--- config.mk ---
export PLATFORM = sky130hd
export DESIGN_NAME = core_regfile
export DESIGN_NICKNAME = d
export VERILOG_FILES = /design/src/rtl/core_regfile.sv
export SDC_FILE = /design/constraint.sdc
export NUM_CORES = 2
export LEC_CHECK = 0
export ABC_AREA = 1
export BUFFER_PORTS_ARGS = -buffer_cell sky130_fd_sc_hd__buf_2
export CAP_MARGIN = 20
export CORE_MARGIN = 4
export CORE_UTILIZATION = 34
export DETAILED_ROUTE_END_ITERATION = 10
export PLACE_DENSITY_LB_ADDON = 0.1
export SLEW_MARGIN = 5
export SYNTH_ARGS = -nofsm -noshare
export SYNTH_HDL_FRONTEND = slang
export SYNTH_SLANG_ARGS = --single-unit
--- constraint.sdc ---
create_clock -name CLK -period 2.5 [get_ports CLK]
set_input_delay 0.125 -clock CLK [delete_from_list [all_inputs] [get_ports CLK]]
set_output_delay 0.125 -clock CLK [all_outputs]
set_load 0.02 [all_outputs]
--- src/rtl/core_regfile.sv ---
// Integer register file: x0 reads as zero, NREG (16/32) registers, two registered read ports with hold, one write port, pending bits, PC.
// Latency: reads 1 cycle (address at edge N, data after edge N); writes visible to the next edge's read; PC update 1 cycle.
// Backpressure: none; RD_EN low holds RS1/RS2/RS1_BUSY/RS2_BUSY. Optional macro CORE_REGFILE_BYPASS_EN forwards same-cycle writes to reads.
//
// Ports: CLK/RST (sync, active-high); WE/WADDR/WDATA writeback; RD_EN, RS1ADDR/RS1/RS1_BUSY,
// RS2ADDR/RS2/RS2_BUSY read side; ISSUE_WE/ISSUE_ADDR/FLUSH pending-bit control;
// PC_WE/PC_WDATA/PC_INC/PC program counter.
module core_regfile #(
    parameter int unsigned          XLEN     = 32,
    parameter int unsigned          NREG     = 32,
    parameter logic [XLEN-1:0]      RESET_PC = '0
) (
    input  logic            CLK,
    input  logic            RST,
    input  logic            WE,
    input  logic [4:0]      WADDR,
    input  logic [XLEN-1:0] WDATA,
    input  logic            RD_EN,
    input  logic [4:0]      RS1ADDR,
    output logic [XLEN-1:0] RS1,
    output logic            RS1_BUSY,
    input  logic [4:0]      RS2ADDR,
    output logic [XLEN-1:0] RS2,
    output logic            RS2_BUSY,
    input  logic            ISSUE_WE,
    input  logic [4:0]      ISSUE_ADDR,
    input  logic            FLUSH,
    input  logic            PC_WE,
    input  logic [XLEN-1:0] PC_WDATA,
    input  logic            PC_INC,
    output logic [XLEN-1:0] PC
);

    // The array is always sized for the full 5-bit index space. Slot 0 and
    // slots >= NREG are never written, so they stay at their reset value of
    // zero and collapse to constants; reads of them are masked anyway.
    localparam int unsigned NSLOT = 32;

    logic [XLEN-1:0]  rf_q [NSLOT];
    logic [XLEN-1:0]  rf_d [NSLOT];
    logic [NSLOT-1:0] pend_q, pend_d;
    logic [XLEN-1:0]  rs1_q, rs1_d, rs2_q, rs2_d;
    logic             rs1_busy_q, rs1_busy_d, rs2_busy_q, rs2_busy_d;
    logic [XLEN-1:0]  pc_q, pc_d;
    logic             wr_hit, iss_hit;

    // An index names a real register only if it is non-zero and below NREG.
    function automatic logic idx_ok(input logic [4:0] idx);
        return (idx != 5'd0) && ({27'd0, idx} < NREG);
    endfunction

    always_comb begin
        rf_d       = rf_q;
        pend_d     = pend_q;
        rs1_d      = rs1_q;
        rs2_d      = rs2_q;
        rs1_busy_d = rs1_busy_q;
        rs2_busy_d = rs2_busy_q;
        pc_d       = pc_q;

        wr_hit  = WE && idx_ok(WADDR);
        iss_hit = ISSUE_WE && idx_ok(ISSUE_ADDR);

        if (wr_hit) begin
            rf_d[WADDR] = WDATA;
        end

        // Clear-then-set ordering: when a writeback and a new issue hit the
        // same register, the newer producer is still outstanding.
        if (FLUSH) begin
            pend_d = '0;
        end else begin
            if (wr_hit)  pend_d[WADDR]      = 1'b0;
            if (iss_hit) pend_d[ISSUE_ADDR] = 1'b1;
        end

        // Reads sample pre-update state, so a same-cycle issue is not seen.
        if (RD_EN) begin
            rs1_d      = idx_ok(RS1ADDR) ? rf_q[RS1ADDR]   : '0;
            rs1_busy_d = idx_ok(RS1ADDR) ? pend_q[RS1ADDR] : 1'b0;
            rs2_d      = idx_ok(RS2ADDR) ? rf_q[RS2ADDR]   : '0;
            rs2_busy_d = idx_ok(RS2ADDR) ? pend_q[RS2ADDR] : 1'b0;
`ifdef CORE_REGFILE_BYPASS_EN
            // Forward the writeback; the value being written is final, so
            // the register is no longer busy from this reader's view.
            if (wr_hit && (WADDR == RS1ADDR)) begin
                rs1_d      = WDATA;
                rs1_busy_d = 1'b0;
            end
            if (wr_hit && (WADDR == RS2ADDR)) begin
                rs2_d      = WDATA;
                rs2_busy_d = 1'b0;
            end
`endif
        end

        if (PC_WE) begin
            pc_d = PC_WDATA;
        end else if (PC_INC) begin
            pc_d = pc_q + XLEN'(4);
        end
    end

    always_ff @(posedge CLK) begin
        if (RST) begin
            for (int i = 0; i < NSLOT; i++) begin
                rf_q[i] <= '0;
            end
            pend_q     <= '0;
            rs1_q      <= '0;
            rs2_q      <= '0;
            rs1_busy_q <= 1'b0;
            rs2_busy_q <= 1'b0;
            pc_q       <= RESET_PC;
        end else begin
            rf_q       <= rf_d;
            pend_q     <= pend_d;
            rs1_q      <= rs1_d;
            rs2_q      <= rs2_d;
            rs1_busy_q <= rs1_busy_d;
            rs2_busy_q <= rs2_busy_d;
            pc_q       <= pc_d;
        end
    end

    assign RS1      = rs1_q;
    assign RS2      = rs2_q;
    assign RS1_BUSY = rs1_busy_q;
    assign RS2_BUSY = rs2_busy_q;
    assign PC       = pc_q;

endmodule

==> impl_metrics.toml <==
[logic_synthesis]
synth-edff-count = 0
synth_most_common_cell = "nand2_1"
synth_top_area_share_pct = 37.5
yosys-top-cells-count = "3,191 x nand2_1, 1,952 x nor2_1, 1,303 x nand3_1, 1,154 x dfxtp_1, 822 x o21ai_0"
synthesis.area_sq_mm = 0.0615
ys_ff_latch = 1154
synth_nets = 10302
postSynthCellCount = 10209
synth.area.top_cells = "dfxtp_1 38%, nand2_1 19%, nor2_1 12%, nand3_1 11%, o21ai_0 6.7%"
synth_flop_cell = "dfxtp_1"
seq_area_frac_synth_pct = 37.5
ys_types = 28
syn_avg_cell_area_sq_um = 6.03
synth_top_area_cell = "dfxtp_1"
yosys_warnings = 0
async_flop_share_pct = 0

[global_route]
grt_antenna_before_repair = 12
track_usage_pct = 32.5
grt.overflow.total = 0
grt_max_degree = 121
grt_pass1_vias = 66079
grt_pass1_wl_microns = 459000

[sta]
fmax_mhz = 423
worst_slack_ns = 0.138
skew_ns = 0.0263
fin_crit_sh_pct = 94.5
hold_viol = 0
finalSetupViolations = 0
tightest_slew_ns = 1.15
period_minus_slack_ns = 2.36
slew_viol_final = 0
grt_setup_unrepaired = "true"
slew_headroom_pct = 23.0

[detailed_routing]
routed_via_density = 5.65
drtIter0Drc = 9490
drc = 0
first_pass_iters = 7
post_drt_wl_per_cell_microns = 25.2
antenna_left = 0
drt-total-wl_microns = 317000
dr_total_vias = 71140

[die]
ios = 190
num_rows = 155
die_w_microns = 433
die_h_microns = 433
initial_core_util_pct = 34.3
coreArea_sq_mm = 0.179
die_area_sq_mm = 0.188

[cts]
cts-buffers-inserted = 145
clock_path_buffers = 3
cts_tree = "done"
clkTransAtPathRegs_ns = 0.05
clk_latency_ns = 0.81
clock_sinks = 1154
postCtsSetupBuffers = 0
ctsRootBufferMaster = "clkbuf_16"
htreeDepth = 4

[layout]
fillers = 18959
regArea_sq_mm = 0.0231
drive_gt1_share_pct = 7.79
nNetsFinal = 10216
area_growth_pct = 17.2
finish.utilization_pct = 40.2
multi_input_comb_area_sq_mm = 0.0345

[hold_path]
hold_path_class = "in -> reg"
worstHoldStart = "RS1ADDR[4]"

[power]
pwr_density_cell_mw_per_mm2 = 636
leakage_nw = 30.7
ir_drop_v = 0.000783

[worst_setup_path]
worstSetupPathType = "in -> reg"
crit_path_start_kind = "input pin"
required_ns = 3.25
crit_path_end_kind = "flop"
arrival_ns = 3.11
rr_startpoint = "PC[4]$_SDFFE_PP0N_"
cp_max_fo = 26
critPathLaunch = "PC_INC"

[placement]
pre_cts_slack_ns = 0.267
place_hpwl_microns = 182000
port_buffers = 189
gp_congestion = 0.882

[outcome]
status = "completed"

[run]
maxCapViolations = 0
-- cell usage in the layout, fill, tap and decap left out, types with 3 or more instances in the layout --
| master | n |
|---|---|
| buf_2 | 180 |
| inv_1 | 73 |
| a22oi_1 | 19 |
| buf_4 | 183 |
| buf_12 | 120 |
| clkbuf_1 | 38 |
| nand4_1 | 12 |
| or2_2 | 3 |
| inv_2 | 39 |
| clkbuf_8 | 27 |
| a31oi_1 | 6 |
| nor2_1 | 1936 |
| nand2_1 | 3186 |
| clkinv_2 | 18 |
| inv_6 | 4 |
| o21ai_0 | 822 |
| buf_8 | 5 |
| clkinvlp_4 | 5 |
| o21ai_1 | 83 |
| nand2_2 | 4 |
| dlygate4sd3_1 | 152 |
| inv_4 | 4 |
| nand3b_1 | 71 |
| bufinv_16 | 7 |
| xor2_1 | 13 |
| inv_8 | 3 |
| dfxtp_1 | 1154 |
| nand3_1 | 1303 |
| diode_2 | 6 |
| nor2_4 | 30 |
| nor3_1 | 11 |
| nor3_4 | 3 |
| a21oi_1 | 545 |
| clkbuf_16 | 154 |
-- per-layer routing --
| metal | part of all wire [%] | vias up | track usage, % | wire, microns |
|---|---|---|---|---|
| met5 | 0.0041 | - | 0 | 13 |
| met3 | 9.1 | 817 | 5.29 | 28800 |
| li1 | - | 32683 | - | - |
| met2 | 44 | 4027 | 51.3 | 140000 |
| met1 | 41 | 33611 | 42.9 | 131000 |
| met4 | 5.4 | 2 | 16.5 | 17200 |
-- sequential cells by signal, summed over array words and instances, names as in the netlist --
name and cells:
PC 32, RS1 32, RS1_BUSY 1, RS2 32, RS2_BUSY 1, pend_q 32
rf_q 1024
-- worst max-delay path, cell delays in order --
cell	delay (ns)
dlygate4sd3_1	0.53
buf_2	0.16
inv_1	0.05
nor2_1	0.12
dlygate4sd3_1	0.62
buf_12	0.18
nand2_1	0.06
nand3_1	0.06
dlygate4sd3_1	0.54
nand2_1	0.04
dlygate4sd3_1	0.57
inv_1	0.05
-- repair_timing --
action,4_1_cts,5_1_grt
resized for setup,0,7
endpoints found under the hold margin,1114,0
endpoints found under the setup margin,0,9
hold buffers,152,0
-- report_power, final --
part           internal [mW]  switching [mW]  total (mW)
logic                   1.41            4.00        5.41
clock network           12.7            8.82        21.5
registers               18.7           0.253        18.9
total                   32.8            13.1        45.9
-- cell families after synthesis --
family	share of synthesized area, %
flip-flops	37.5
adder cells (fa/ha/maj)	0.0203
XOR/XNOR	0.214
AND/OR/NAND/NOR	43.3
AO/OA/AOI/OAI	12.1
buffers and inverters	6.80
-- final timing paths --
path / end / slack [ns] / depth (start not counted)
worst max register to register: PC[19]$_SDFFE_PP0N_ / 0.19 / 8
worst min-delay path: RS1[7]$_SDFFE_PP0P_ / 0.12 / 9
worst min register to register: rf_q[1004]$_SDFFE_PP0P_ / 0.44 / 2
worst max-delay path: PC[2]$_SDFFE_PP0N_ / 0.14 / 12
-- final cells by class --
class / count / area share, %
diodes: 6 / 0.0208
well taps: 2355 / 4.09
clock buffers: 219 / 6.06
inverters: 123 / 0.701
clock inverters: 32 / 0.509
multi-input cells: 8057 / 47.8
repair buffers: 642 / 8.73
flip-flops and latches: 1154 / 32.0
-- stage by stage --
stage | area [sq um] | std cells | setup TNS (ns) | hold slack, ns | power, mW
floorplan | 61500 | 10209 | 0 | 0.260 | 22.0
global placement | 65800 | 12179 | 0 | 0.359 | 24.4
detailed placement | 65800 | 12179 | 0 | 0.364 | 24.4
CTS | 72000 | 12582 | 0 | 0.0535 | 46.0
global route | 72100 | 12583 | -0.0303 | 0.143 | 47.1
finish | 72100 | 12588 | 0 | 0.122 | 45.9
Note: power is estimated with default switching activity, not from simulation.
